===== src/rtl/pipe_ctrl_pkg.sv =====
// rtl/pipe_ctrl_pkg.sv - opcodes, ALUOp codes, control bundle and forwarding selects for pipe_control
package pipe_ctrl_pkg;

    localparam logic [5:0] OP_RTYPE = 6'b000000;
    localparam logic [5:0] OP_J     = 6'b000010;
    localparam logic [5:0] OP_BEQ   = 6'b000100;
    localparam logic [5:0] OP_BNE   = 6'b000101;
    localparam logic [5:0] OP_ADDI  = 6'b001000;
    localparam logic [5:0] OP_ANDI  = 6'b001100;
    localparam logic [5:0] OP_ORI   = 6'b001101;
    localparam logic [5:0] OP_SLTI  = 6'b001010;
    localparam logic [5:0] OP_LW    = 6'b100011;
    localparam logic [5:0] OP_SW    = 6'b101011;

    localparam logic [2:0] ALU_ADD   = 3'b000;
    localparam logic [2:0] ALU_SUB   = 3'b001;
    localparam logic [2:0] ALU_FUNCT = 3'b010;
    localparam logic [2:0] ALU_AND   = 3'b011;
    localparam logic [2:0] ALU_OR    = 3'b100;
    localparam logic [2:0] ALU_SLT   = 3'b101;

    localparam logic [1:0] FWD_REG = 2'b00;
    localparam logic [1:0] FWD_MEM = 2'b10;
    localparam logic [1:0] FWD_WB  = 2'b01;

    typedef struct packed {
        logic       alu_src;
        logic       reg_dst;
        logic [2:0] alu_op;
        logic       mem_read;
        logic       mem_write;
        logic       beq;
        logic       bne;
        logic       jump;
        logic       mem_to_reg;
        logic       reg_write;
    } ctrl_t;

    localparam ctrl_t CTRL_NOP = '0;

    // Instructions whose rt field is a source operand (others use rt as a destination or ignore it).
    function automatic logic reads_rt(input logic [5:0] op);
        return (op == OP_RTYPE) || (op == OP_BEQ) || (op == OP_BNE) || (op == OP_SW);
    endfunction

endpackage


===== src/rtl/ctrl_decode.sv =====
// rtl/ctrl_decode.sv - combinational opcode to control-bundle table
module ctrl_decode
    import pipe_ctrl_pkg::*;
(
    input  logic [5:0] opcode,
    output ctrl_t      ctrl,
    output logic       illegal
);

    always_comb begin
        ctrl    = CTRL_NOP;
        illegal = 1'b0;
        case (opcode)
            OP_RTYPE: begin
                ctrl.reg_dst    = 1'b1;
                ctrl.alu_op     = ALU_FUNCT;
                ctrl.mem_to_reg = 1'b1;
                ctrl.reg_write  = 1'b1;
            end
            OP_J:   ctrl.jump = 1'b1;
            OP_BEQ: begin
                ctrl.alu_op = ALU_SUB;
                ctrl.beq    = 1'b1;
            end
            OP_BNE: begin
                ctrl.alu_op = ALU_SUB;
                ctrl.bne    = 1'b1;
            end
            OP_ADDI, OP_ANDI, OP_ORI, OP_SLTI: begin
                ctrl.alu_src    = 1'b1;
                ctrl.mem_to_reg = 1'b1;
                ctrl.reg_write  = 1'b1;
                case (opcode)
                    OP_ANDI: ctrl.alu_op = ALU_AND;
                    OP_ORI:  ctrl.alu_op = ALU_OR;
                    OP_SLTI: ctrl.alu_op = ALU_SLT;
                    default: ctrl.alu_op = ALU_ADD;
                endcase
            end
            OP_LW: begin
                ctrl.alu_src   = 1'b1;
                ctrl.alu_op    = ALU_ADD;
                ctrl.mem_read  = 1'b1;
                ctrl.reg_write = 1'b1;
            end
            OP_SW: begin
                ctrl.alu_src   = 1'b1;
                ctrl.alu_op    = ALU_ADD;
                ctrl.mem_write = 1'b1;
            end
            default: illegal = 1'b1;
        endcase
    end

endmodule


===== src/rtl/pipe_control.sv =====
// rtl/pipe_control.sv - pipelined control unit: decode, ID/EX-EX/MEM-MEM/WB control, hazards, forwarding
module pipe_control
    import pipe_ctrl_pkg::*;
#(
    parameter int REG_AW    = 5,
    parameter int ALUOP_W   = 3,
    parameter int HAZARD_EN = 1,
    parameter int FWD_EN    = 1
) (
    input  logic               clk,
    input  logic               rst,
    input  logic [5:0]         id_opcode,
    input  logic [REG_AW-1:0]  id_rs,
    input  logic [REG_AW-1:0]  id_rt,
    input  logic [REG_AW-1:0]  id_rd,
    input  logic               ex_branch_taken,
    output logic               id_jump,
    output logic               id_illegal,
    output logic               stall,
    output logic               flush_ifid,
    output logic               ex_alu_src,
    output logic [ALUOP_W-1:0] ex_alu_op,
    output logic               ex_branch_eq,
    output logic               ex_branch_neq,
    output logic [REG_AW-1:0]  ex_rs,
    output logic [REG_AW-1:0]  ex_rt,
    output logic               mem_write,
    output logic               mem_read,
    output logic               wb_mem_to_reg,
    output logic               wb_reg_write,
    output logic [REG_AW-1:0]  ex_wreg,
    output logic [REG_AW-1:0]  mem_wreg,
    output logic [REG_AW-1:0]  wb_wreg,
    output logic [1:0]         fwd_a,
    output logic [1:0]         fwd_b
);

    ctrl_t             dec;
    logic              dec_illegal;
    logic [REG_AW-1:0] id_dst;
    logic              load_use;
    logic              bubble;

    logic ex_mem_read, ex_mem_write, ex_mem_to_reg, ex_reg_write;
    logic mem_mem_to_reg, mem_reg_write;

    ctrl_decode u_decode (
        .opcode  (id_opcode),
        .ctrl    (dec),
        .illegal (dec_illegal)
    );

    always_comb begin
        id_jump    = dec.jump;
        id_illegal = dec_illegal;
        id_dst     = dec.reg_write ? (dec.reg_dst ? id_rd : id_rt) : '0;
        load_use   = ex_mem_read && (ex_wreg != '0) &&
                     ((ex_wreg == id_rs) || (reads_rt(id_opcode) && (ex_wreg == id_rt)));
        // A taken branch squashes the ID instruction anyway, so it overrides the load-use stall.
        stall      = (HAZARD_EN != 0) && load_use && !ex_branch_taken;
        flush_ifid = ex_branch_taken || dec.jump;
        bubble     = stall || ex_branch_taken;
    end

    always_comb begin
        fwd_a = FWD_REG;
        fwd_b = FWD_REG;
        if (FWD_EN != 0) begin
            if (mem_reg_write && (mem_wreg != '0) && (mem_wreg == ex_rs))
                fwd_a = FWD_MEM;
            else if (wb_reg_write && (wb_wreg != '0) && (wb_wreg == ex_rs))
                fwd_a = FWD_WB;
            if (mem_reg_write && (mem_wreg != '0) && (mem_wreg == ex_rt))
                fwd_b = FWD_MEM;
            else if (wb_reg_write && (wb_wreg != '0) && (wb_wreg == ex_rt))
                fwd_b = FWD_WB;
        end
    end

    always_ff @(posedge clk) begin
        if (rst) begin
            ex_alu_src     <= 1'b0;
            ex_alu_op      <= '0;
            ex_branch_eq   <= 1'b0;
            ex_branch_neq  <= 1'b0;
            ex_mem_read    <= 1'b0;
            ex_mem_write   <= 1'b0;
            ex_mem_to_reg  <= 1'b0;
            ex_reg_write   <= 1'b0;
            ex_rs          <= '0;
            ex_rt          <= '0;
            ex_wreg        <= '0;
            mem_read       <= 1'b0;
            mem_write      <= 1'b0;
            mem_mem_to_reg <= 1'b0;
            mem_reg_write  <= 1'b0;
            mem_wreg       <= '0;
            wb_mem_to_reg  <= 1'b0;
            wb_reg_write   <= 1'b0;
            wb_wreg        <= '0;
        end else begin
            ex_alu_src     <= bubble ? 1'b0 : dec.alu_src;
            ex_alu_op      <= bubble ? '0 : ALUOP_W'(dec.alu_op);
            ex_branch_eq   <= bubble ? 1'b0 : dec.beq;
            ex_branch_neq  <= bubble ? 1'b0 : dec.bne;
            ex_mem_read    <= bubble ? 1'b0 : dec.mem_read;
            ex_mem_write   <= bubble ? 1'b0 : dec.mem_write;
            ex_mem_to_reg  <= bubble ? 1'b0 : dec.mem_to_reg;
            ex_reg_write   <= bubble ? 1'b0 : dec.reg_write;
            ex_rs          <= bubble ? '0 : id_rs;
            ex_rt          <= bubble ? '0 : id_rt;
            ex_wreg        <= bubble ? '0 : id_dst;
            mem_read       <= ex_mem_read;
            mem_write      <= ex_mem_write;
            mem_mem_to_reg <= ex_mem_to_reg;
            mem_reg_write  <= ex_reg_write;
            mem_wreg       <= ex_wreg;
            wb_mem_to_reg  <= mem_mem_to_reg;
            wb_reg_write   <= mem_reg_write;
            wb_wreg        <= mem_wreg;
        end
    end

endmodule


===== config.mk =====
export PLATFORM = sky130hd
export DESIGN_NAME = pipe_control
export DESIGN_NICKNAME = d
export VERILOG_FILES = /design/src/rtl/pipe_ctrl_pkg.sv /design/src/rtl/ctrl_decode.sv /design/src/rtl/pipe_control.sv
export SDC_FILE = /design/constraint.sdc
export NUM_CORES = 1
export LEC_CHECK = 0
export BUFFER_PORTS_ARGS = -buffer_cell sky130_fd_sc_hd__buf_2
export CORE_MARGIN = 3
export CORE_UTILIZATION = 50
export DETAILED_ROUTE_END_ITERATION = 10
export GPL_TIMING_DRIVEN = 0
export PLACE_DENSITY = 0.76
export SYNTH_ARGS = -nofsm -noshare
export SYNTH_HDL_FRONTEND = slang
export SYNTH_HIERARCHICAL = 1
export SYNTH_SLANG_ARGS = --single-unit

===== constraint.sdc =====
create_clock -name clk -period 2.8 [get_ports clk]
set_clock_uncertainty 0.15 [all_clocks]
set_input_delay 0.14 -clock clk [delete_from_list [all_inputs] [get_ports clk]]
set_output_delay 0.14 -clock clk [all_outputs]
set_load 0.01 [all_outputs]

# After elaboration in Yosys (flattened, before gate mapping)
# Cells that the tools add are included.
[classes]
addsub = 0
n_mul = 0
div = 0
n_lt_le_gt_ge = 0
eq_ne = 15
n_shift = 0
muxes = 17
bitwise_logic = 1
reduce_logical = 29
[ops]
columns = ["cell", "n"]
rows = [
  ["$eq A5 B5 Y1", 6],
  ["$eq A6 B4 Y1 const B", 4],
  ["$pmux W3 S3", 2],
  ["$reduce_bool A5 Y1", 3],
  ["$eq A6 B3 Y1 const B", 2],
  ["$eq A6 B6 Y1 const B", 2],
  ["$mux W1", 12],
  ["$reduce_or A6 Y1", 2],
  ["$logic_and A1 B1 Y1", 10],
  ["$reduce_or A10 Y1", 1],
  ["$eq A6 B2 Y1 const B", 1],
  ["$logic_not A6 Y1", 1],
  ["$logic_or A1 B1 Y1", 6],
  ["$mux W5", 1],
  ["$reduce_or A5 Y1", 1],
  ["$mux W2", 2],
  ["$reduce_or A2 Y1", 2],
  ["$reduce_or A4 Y1", 1],
  ["$reduce_or A3 Y1", 1],
  ["$logic_not A1 Y1", 1],
  ["$not A1 Y1", 1],
]
[totals]
reg_bits = 41
latch_bits = 0
mem_bits_rw = 0
romBits = 0
in_bits = 24
output_inout_bits = 43
elab_cells = 81
n_memories = 0

# Logic depth before layout (Yosys ltp)
# Gate-level depths: netlist (run 1).
[depth]
word_depth = 10
ltp_mapped = 7
mapped_depth_nobuf = 6

# By module
# Netlist (run 1), hierarchy kept.
[by_module_without_submodules]
columns = ["module", "instances", "cells_each", "area_each_um2", "seq_area_each_um2"]
rows = [
  ["pipe_control", 1, 182, 1800.5, 820.8],
  ["ctrl_decode", 1, 37, 237.7, 0.0],
]

# Worst setup path after synthesis (run 1)
# OpenSTA, ideal clock, no wires.
[synth_path]
kind = "input to register"
start = "input port id_opcode[5]"
end = "register ex_wreg[0]"
setup_time_ps = 144
arrival_time_ps = 1716
required_time_ps = 2506
slack_ps = 790
stages = 7
n_path_buf = 1
path_cell_list = "or2_1 > buf_6 > or3_4 > nor3_1 > mux2_2 > nand2_1 > a211oi_1"
[synth_rtl]
columns = ["element", "line", "rtl"]
rows = [
  ["start, declared", "pipe_control.sv:12", "input logic [5:0] id_opcode,"],
  ["end signal, assigned", "pipe_control.sv:112", "ex_wreg <= bubble ? '0 : id_dst;"],
  ["end, declared", "pipe_control.sv:31", "output logic [REG_AW-1:0] ex_wreg,"],
]

# Final worst setup path (run 1)
[layout_path]
start = "input port id_rt[4]"
end = "output port stall"
[layout_via]
elab_chain_cells = 5
[layout_rtl]
columns = ["element", "line", "rtl"]
rows = [
  ["start, declared", "pipe_control.sv:14", "input logic [REG_AW-1:0] id_rt,"],
  ["$eq A5 B5 Y1", "pipe_control.sv:58", "((ex_wreg == id_rs) || (reads_rt(id_opcode) && (ex_wreg == id_rt)));"],
  ["$logic_and A1 B1 Y1", "pipe_control.sv:58", ""],
  ["$logic_or A1 B1 Y1", "pipe_control.sv:58", ""],
  ["$logic_and A1 B1 Y1", "pipe_control.sv:57", "load_use = ex_mem_read && (ex_wreg != '0) &&"],
  ["$logic_and A1 B1 Y1", "pipe_control.sv:60", "stall = (HAZARD_EN != 0) && load_use && !ex_branch_taken;"],
  ["end, declared", "pipe_control.sv:19", "output logic stall,"],
]
# No other way between the ends.

==> results of run 1 <==
metrics by stage:
step | cell area (um^2) | hold slack, ns | worst slack (ns) | instances | total power, mW
after floorplan | 2040 | 0.0616 | 0.790 | 219 | 0.682
after global placement | 2430 | 0.242 | 0.347 | 333 | 0.729
after detailed placement | 2430 | 0.244 | 0.276 | 333 | 0.731
after CTS | 2640 | 0.0920 | 0.416 | 351 | 1.19
after global routing | 2640 | 0.107 | 0.310 | 351 | 1.22
final | 2640 | 0.101 | 0.404 | 351 | 1.18
critical path: stages:
cell and delay [ns]:
dlygate4sd3_1 0.55, buf_2 0.15, xnor2_1 0.18, nand4_1 0.17
nor4_4 0.54, o211a_1 0.25, buf_2 0.13
routing by layer:
metal / track usage, % / up-vias
met1: 25.9 / 858
met3: 3.33 / 4
met5: 0 / -
met2: 34.8 / 77
met4: 7.45 / 0
li1: - / 935
area by class of cell:
class	instances	area share (%)
inverter	2	0.284
multi-input combinational	162	42.6
sequential	41	31.1
buffer	14	3.17
clock inverter	2	1.33
tap	48	2.27
timing repair buffer	77	16.7
clock buffer	5	2.60
power breakdown:
group | leakage, nW | internal [mW] | switching (mW)
registers | 0.332 | 0.592 | 0.00928
logic | 0.872 | 0.0631 | 0.0657
clock network | 0.0540 | 0.259 | 0.189
total | 1.26 | 0.914 | 0.264
cells in the final DEF (no fill, tap or decap), types with 2 or more instances in the layout:
master and instances:
nor3_1 4, xor2_1 19, dlygate4sd3_1 11, o21ai_0 2, nor2b_1 17, mux2_2 5
a211oi_1 24, xnor2_1 12, dfxtp_1 41, clkbuf_8 5, a21oi_1 3, nor4_1 3
nand2_1 27, clkbuf_1 3, buf_2 72, nand3_1 3, nor4_2 2, a211o_1 2
inv_1 2, or4_1 5, nor2_1 8, buf_6 3, or2_2 2
final timing paths:
path                        from             to  slack, ns
setup / recovery        id_rt[4]          stall       0.40
hold / removal      id_opcode[4]   ex_mem_write       0.10
hold reg to reg   mem_mem_to_reg  wb_mem_to_reg       0.29
setup reg to reg      ex_wreg[4]       ex_rt[0]       0.85
cell families (layout without fill, tap and decap cells):
group,Yosys count,after routing,synth area share [%]
xor+xnor,31,31,13.3
buf+inv,16,100,4.48
compound gates,39,39,14.1
simple gates,86,86,24.6
flops,41,41,40.3
mux,6,6,3.25
timing repair:
action                    CTS  global route
hold buffers               11             0
resized for setup           0             0
hold endpoints to repair   16             0
==> key figures, run 1 <==
Detailed routing
  – DR WL met2: 2440 um
  – Drc violations: 0
  – DR WL/cell: 14.2 um
  – Routed wire length: 4980 um
  – Vias per std cell: 5.34
  – Met1 Wirelength: 2170 um
  – Initial DRC count: 104
  – Detailed Routing Iterations Pass 1: 4
  – Remaining antenna violation count: 0
  – Via count: 1874
  – Met3 WL: 318 um
  – Highest routed layer: met4

Clock network
  – Setup bufs post-CTS: 0
  – Clk sinks: 41
  – Cts bufs inserted: 5
  – H-Tree Depth: 2
  – Clk Latency, worst-skew pair: 0.29 ns
  – Clock-pin slew on the worst setup and hold paths: 0.07 ns
  – Clock root buffer master: clkbuf_8
  – Max clock buf depth: 2
  – CTS tree: yes

Logic synthesis
  – Synth unique cells: 47
  – Cells after synthesis: 219
  – Area contributors post-synth: dfxtp_1, a211oi_1, xor2_1
  – Commonest cells in the netlist: dfxtp_1, nand2_1, a211oi_1
  – Yosys reg bits: 41
  – Sequential share of the synthesized area: 40.3%
  – Syn_nets: 243
  – Most frequent cell after synthesis: dfxtp_1
  – Yosys synthesis warning count: 6
  – Synth area leader: dfxtp_1
  – Post-synth top area share: 40.3%
  – Syn Area/Cell: 9.31 um^2
  – Async SR Flop Fraction: 0%
  – Synth Flop Type: dfxtp_1
  – Post-synth EDFFs: 0
  – Synthesized area: 2040 um^2

GRT
  – Initial antenna violation count: 0
  – Largest net degree at the start of global routing: 13
  – Total gr overflow: 0
  – First-pass GRT wire length: 8240 um
  – Number of global-route vias before repair: 1776
  – GR Util All Layers: 20.5%

Power
  – VDD IR max: 0.207 mV
  – Leakage: 1.26 nW
  – Pwr Density: 446 nW/um^2

Flow run
  – Max_cap viols: 0

STA
  – Max-slew violations: 0
  – Worst slew margin: 42.2%
  – RSZ-0062 raised after global routing: false
  – Final Hold Viols: 0
  – Fin crit period: 2.40 ns
  – Setup TNS: 0 ns
  – Finish-stage setup viols: 0
  – Tcrit/Tclk final: 85.6%
  – Fmax: 417 MHz
  – Tightest Pin Transition: 0.861 ns

Floorplan
  – Core box area: 3800 um^2
  – Initial core utilization: 53.7%
  – Chip Height: 69.8 um
  – Die area: 4880 um^2
  – Die W: 69.8 um
  – I/O Pins: 67
  – FP Rows: 22

Worst hold path
  – Worst hold path depth: 4
  – Worst min path class: primary input to flip-flop

Layout
  – Area Overhead vs Synth: 29.6%
  – # diodes: 0
  – Register area: 821 um^2
  – Post-layout util: 69.6%
  – # nets final: 327
  – Fillcell total: 323
  – Area occupied by multi-input gates: 1130 um^2
  – Share of layout cells above drive strength 1: 32.3%

Critical path
  – CP max FO: 8
  – Critical Path AT: 2.11 ns
  – CP endpoint kind: primary output
  – R2R cell count: 5
  – Setup crit start kind: primary input
  – Critical path class: primary input to primary output
  – Data required, critical path: 2.51 ns

Place
  – Final HPWL DP: 3770 um
  – GPL Wtd Cong: 0.925
  – Port bufs: 66

Outcome
  – Outcome: complete, no violations
(Power assumes the default switching activity.)
==> run 2, diff against run 1 <==
- REMOVE_ABC_BUFFERS: default -> 1
==> key figures, run 2 (same netlist as run 1, synthesis figures left out) <==
Outcome
  – Outcome: complete, no violations

Worst hold path
  – Hold Startpoint: id_opcode[4]
  – Worst min path class: primary input to flip-flop

Power
  – Net Switching: 260 uW (-1.6%)
  – P_int: 872 uW (-4.5%)
  – Pwr Density: 439 nW/um^2 (-1.4%)
  – Comb power frac: 10.9% (about the same)
  – VDD IR max: 0.298 mV (+44%)
  – Sequential power share: 53.1% (+2.1 points)
  – Part of the power in the clock network: 36.0% (-2.0 points)
  – Switching fraction of total power: 22.9% (+0.53 points)
  – Leakage: 1.21 nW (-4.2%)

GRT
  – Total gr overflow: 0 (unchanged)
  – GR Util All Layers: 20.5% (+0.030 points)
  – Number of global-route vias before repair: 1752 (-1.4%)
  – Initial antenna violation count: 0 (unchanged)
  – First-pass GRT wire length: 8280 um (+0.51%)
  – Largest net degree at the start of global routing: 25 (+12)

STA
  – Finish-stage setup viols: 0 (unchanged)
  – Worst slew margin: 14.3% (-28 points)
  – Max-slew violations: 0 (unchanged)
  – Final Hold Viols: 0 (unchanged)
  – Fmax: 382 MHz (-8.6%)
  – Tcrit/Tclk final: 93.6% (+8.0 points)
  – RSZ-0062 raised after global routing: false
  – Setup TNS: 0 ns (unchanged)
  – Fin crit period: 2.62 ns (+0.224 ns)
  – Tightest Pin Transition: 1.27 ns (+0.414 ns)
  – Min Hold Slack: 0.0864 ns (-0.0148 ns)

Critical path
  – Critical path class: primary input to primary output
  – Worst setup path startpoint: id_rt[0]
  – CP max FO: 13 (+5)
  – CP endpoint kind: primary output
  – Reg2Reg Setup Slack: 0.36 ns (-0.49 ns)
  – Data required, critical path: 2.51 ns (about the same)
  – R2r startpoint: ex_wreg[0]
  – Reg2Reg Capture Point: ex_rt[2]
  – Critical Path AT: 2.33 ns (+0.22 ns)
  – CP peak stage delay: 0.73 ns (+0.18 ns)
  – Critical Path Sink: stall
  – CP top delay family: simple AND/OR/NAND/NOR gates
  – Setup crit start kind: primary input
  – CP bufs+invs: 3 (unchanged)
  – CP most frequent cell: buf_2
  – Slowest CP cell: nor4_4
  – Worst-path cell chain: dlygate4sd3_1 > buf_2 > xnor2_1 > nand4_1 > nor4_4 > o211a_1 > buf_2
  – R2R cell count: 4 (-1)
  – Worst path depth: 7 (unchanged)

Layout
  – Final cell count without fillers: 339 (-3.4%)
  – Area Overhead vs Synth: 26.5%
  – # nets final: 314 (-4.0%)
  – Share of layout cells above drive strength 1: 31.6% (-0.73 points)
  – Post-layout util: 67.9% (-1.7 points)
  – Post-Layout Inst Area: 2580 um^2 (-2.5%)
  – Commonest non-fill, non-tap cell in the layout: buf_2
  – # diodes: 0 (unchanged)
  – Area occupied by multi-input gates: 1140 um^2 (+1.4%)
  – Most frequent cells in the layout: buf_2, dfxtp_1, nand2_1
  – Fillcell total: 319 (-1.2%)
  – Register area: 821 um^2 (unchanged)

Clock network
  – Clock root buffer master: clkbuf_8
  – CTS tree: yes
  – Clk Latency, worst-skew pair: 0.28 ns (about the same)
  – Clk sinks: 41 (unchanged)
  – Cts repair resizes: 0 (unchanged)
  – H-Tree Depth: 2 (unchanged)
  – Clock-pin slew on the worst setup and hold paths: 0.07 ns (about the same)
  – Setup bufs post-CTS: 0 (unchanged)
  – Max clock buf depth: 2 (unchanged)
  – Cts bufs inserted: 5 (unchanged)

Floorplan
  – Initial core utilization: 53.7% (unchanged)
  – Die W: 69.8 um (unchanged)
  – Chip Height: 69.8 um (unchanged)
  – Core box area: 3800 um^2 (unchanged)
  – FP Rows: 22 (unchanged)
  – I/O Pins: 67 (unchanged)
  – Die area: 4880 um^2 (unchanged)

Detailed routing
  – DR WL/cell: 14.3 um (+0.88%)
  – Routed wire length: 4850 um (-2.6%)
  – Via count: 1803 (-3.8%)
  – Drc violations: 0 (unchanged)
  – Detailed Routing Iterations Pass 1: 4 (unchanged)
  – Vias per std cell: 5.32 (-0.38%)
  – Initial DRC count: 53 (-49%)
  – Remaining antenna violation count: 0 (unchanged)

Place
  – Port bufs: 66 (unchanged)
  – Placed Instance Area: 2360 um^2 (-2.7%)
  – Final HPWL DP: 3390 um (-9.9%)
  – Placed cell count: 320 (-3.9%)
  – GPL Wtd Cong: 0.834 (-9.9%)

Flow run
  – Max_cap viols: 0 (unchanged)
-- run 2: per-stage QoR --
stage / power [mW] / setup slack (ns)
after global placement: 0.721 / 0.154
after CTS: 1.14 / 0.163
final: 1.13 / 0.180
after floorplan: 0.671 / 0.673
after global routing: 1.18 / 0.0124
after detailed placement: 0.724 / 0.284
-- run 2: cell type report --
cell class	count	area share [%]
tap	48	2.33
clock buffer	7	3.74
multi-input combinational	163	44.3
timing repair buffer	77	17.3
sequential	41	31.8
clock inverter	1	0.194
inverter	2	0.291
-- run 2: how the worst min path moves through the flow --
stage                           to  slack, ns  cells past startpoint
finish                ex_mem_write       0.09                      4
detailed placement        ex_rs[4]       0.24                      3
floorplan           mem_mem_to_reg       0.06                      1
global placement          ex_rs[4]       0.24                      3
CTS                      mem_write       0.08                      2
global route             mem_write       0.09                      2
-- run 2: timing repair --
item | in CTS | in global routing
endpoints found under the hold margin | 10 | 0
hold buffers | 10 | 0
setup endpoints to repair | 1 | 0
-- run 2: routing by layer --
layer  share of wire [%]  track usage, %
met5                   0               0
met4                 1.3            5.32
met2                  47            33.9
met3                 6.3            5.36
met1                  46            26.5
-- run 2: worst reg2reg max path, delay by kind of cell, from the launching register on --
kind	cells	cell delay [ns]
XOR/XNOR	1	0.17
flip-flops	1	0.44
AND/OR/NAND/NOR	2	1.34
AO/OA/AOI/OAI	1	0.18
-- run 2: power groups by stage --
stage                     Combinational (mW)  Clock (mW)  Sequential, mW
after global placement                 0.107           0           0.614
after CTS                              0.123       0.414           0.601
after global routing                   0.136       0.438           0.602
after floorplan                       0.0540           0           0.617
final                                  0.123       0.407           0.601
after detailed placement               0.110           0           0.614
==> run 3, diff against run 2 <==
- CORE_UTILIZATION: 50 -> 54
- PLACE_DENSITY: 0.76 -> 0.81
- clock period: 2.8 -> 3.2 ns (I/O delays scaled with it)
==> key figures, run 3 (same netlist as run 1, synthesis figures left out) <==
Power
  – Part of the power in the clock network: 37.9% (+1.9 points)
  – Pwr Density: 397 nW/um^2 (-9.6%)
  – Net Switching: 222 uW (-14%)
  – Switching fraction of total power: 21.8% (-1.1 points)
  – VDD IR max: 0.235 mV (-21%)
  – Sequential power share: 51.8% (-1.3 points)
  – P_int: 795 uW (-8.9%)
  – Leakage: 1.20 nW (-0.13%)
  – Comb power frac: 10.3% (-0.6 points)
  – Total power: 1.02 mW (-10%)

Layout
  – Area occupied by multi-input gates: 1130 um^2 (-1.1%)
  – Final cell count without fillers: 335 (-1.2%)
  – Register area: 821 um^2 (unchanged)
  – Fillcell total: 262 (-18%)
  – Share of layout cells above drive strength 1: 31.1% (-0.47 points)
  – Commonest non-fill, non-tap cell in the layout: buf_2
  – Most frequent cells in the layout: buf_2, dfxtp_1, nand2_1
  – Area Overhead vs Synth: 25.7%
  – # nets final: 313 (-0.32%)
  – Post-layout util: 73.3% (+5.4 points)
  – # diodes: 0 (unchanged)
  – Post-Layout Inst Area: 2560 um^2 (-0.63%)

STA
  – Worst setup margin: 0.262 ns (+0.0815 ns)
  – Tcrit/Tclk final: 91.8%
  – Setup TNS: 0 ns (unchanged)
  – Max-slew violations: 0 (unchanged)
  – Final Hold Viols: 0 (unchanged)
  – Finish-stage setup viols: 0 (unchanged)
  – Fmax: 340 MHz
  – RSZ-0062 raised after global routing: false
  – Worst slew margin: 17.8% (+3.5 points)
  – Tightest Pin Transition: 1.22 ns (-0.0515 ns)
  – Fin crit period: 2.94 ns
  – Min Hold Slack: 0.103 ns (+0.0170 ns)

Place
  – Final HPWL DP: 3350 um (-1.3%)
  – Port bufs: 66 (unchanged)
  – Placed cell count: 318 (-0.63%)
  – Post-place setup slack: 0.642 ns (+0.358 ns)
  – GPL Wtd Cong: 0.855 (+2.6%)
  – Placed Instance Area: 2360 um^2 (-0.26%)

Critical path
  – Worst setup path startpoint: id_rt[0]
  – Critical Path AT: 2.63 ns (+0.30 ns)
  – Slowest CP cell: nor4_4
  – CP top delay family: simple AND/OR/NAND/NOR gates
  – Critical path class: primary input to primary output
  – Data required, critical path: 2.89 ns (+0.38 ns)
  – CP most frequent cell: buf_2
  – Setup crit start kind: primary input
  – CP endpoint kind: primary output
  – Reg2Reg Setup Slack: 0.80 ns (+0.44 ns)
  – Reg2Reg Capture Point: ex_rt[3]
  – CP max FO: 26 (+13)
  – CP peak stage delay: 1.06 ns (+0.33 ns)
  – R2r startpoint: ex_wreg[4]
  – CP bufs+invs: 3 (unchanged)
  – R2R cell count: 4 (unchanged)
  – Worst-path cell chain: dlygate4sd3_1 > buf_2 > xnor2_1 > nand4_1 > nor4_4 > o211a_1 > buf_2

GRT
  – Largest net degree at the start of global routing: 27 (+8.0%)
  – Number of global-route vias before repair: 1584 (-9.6%)
  – GR Util All Layers: 21.3% (+0.82 points)
  – Initial antenna violation count: 0 (unchanged)
  – Total gr overflow: 0 (unchanged)
  – First-pass GRT wire length: 7270 um (-12%)

Detailed routing
  – Vias per std cell: 5.39 (+1.3%)
  – Routed wire length: 4640 um (-4.3%)
  – Drc violations: 0 (unchanged)
  – DR WL/cell: 13.9 um (-3.1%)
  – Remaining antenna violation count: 0 (unchanged)
  – Via count: 1805 (+0.11%)
  – Initial DRC count: 62 (+17%)
  – Detailed Routing Iterations Pass 1: 4 (unchanged)

Clock network
  – Setup bufs post-CTS: 0 (unchanged)
  – Max clock buf depth: 2 (unchanged)
  – H-Tree Depth: 2 (unchanged)
  – CTS hold repair buffers: 10 (unchanged)
  – Cts repair resizes: 0 (unchanged)
  – Cts bufs inserted: 5 (unchanged)
  – Clk Latency, worst-skew pair: 0.28 ns (about the same)
  – CTS tree: yes
  – Clock root buffer master: clkbuf_8
  – Clock-pin slew on the worst setup and hold paths: 0.07 ns (about the same)
  – Clk sinks: 41 (unchanged)

Worst hold path
  – Hold Startpoint: rst
  – Worst hold path depth: 2 (-2)
  – Hold Path End: wb_wreg[2]
  – Worst min path class: primary input to flip-flop

Floorplan
  – Core box area: 3490 um^2 (-8.0%)
  – Initial core utilization: 58.3% (+4.7 points)
  – Die area: 4550 um^2 (-6.8%)
  – Die W: 67.4 um (-3.5%)
  – FP Rows: 21 (-4.5%)
  – I/O Pins: 67 (unchanged)
  – Chip Height: 67.4 um (-3.5%)

Flow run
  – Max_cap viols: 0 (unchanged)

Outcome
  – Outcome: complete, no violations
[run 3: worst register-to-register path, stage by stage (launching register included)]
cell and delay (ns):
dfxtp_1 0.47, xnor2_1 0.15, nand4_1 0.16, nor4_4 1.06
a211oi_1 0.23
[run 3: layout make-up]
class                   count  share of cell area (%)
multi-input cells         162                    44.1
flip-flops and latches     41                    32.0
repair buffers             77                    17.2
clock buffers               5                    2.69
well taps                  46                    2.25
clock inverters             2                    1.37
inverters                   2                   0.293
[run 3: routing by layer]
layer / up-vias / GRT usage [%] / part of all wire [%]
met5: - / 0 / 0
met3: 6 / 4.16 / 5.8
met1: 828 / 25.1 / 42
met2: 60 / 38.4 / 51
met4: 0 / 7.34 / 1.2
li1: 911 / - / -
[run 3: worst max-delay path by stage]
stage | end | depth (start not counted) | slack (ns)
after floorplan | stall | 3 | 1.05
after global placement | stall | 4 | 0.56
after detailed placement | stall | 5 | 0.64
after CTS | stall | 7 | 0.24
after global routing | stall | 7 | 0.03
final | stall | 7 | 0.26
[run 3: power by group through the flow]
stage	sequential [mW]	clock (mW)	combinational [mW]
6_report	0.526	0.386	0.105
5_1_grt	0.527	0.415	0.116
4_1_cts	0.526	0.396	0.105
3_5_place_dp	0.538	0	0.0948
3_3_place_gp	0.537	0	0.0932
2_1_floorplan	0.540	0	0.0473
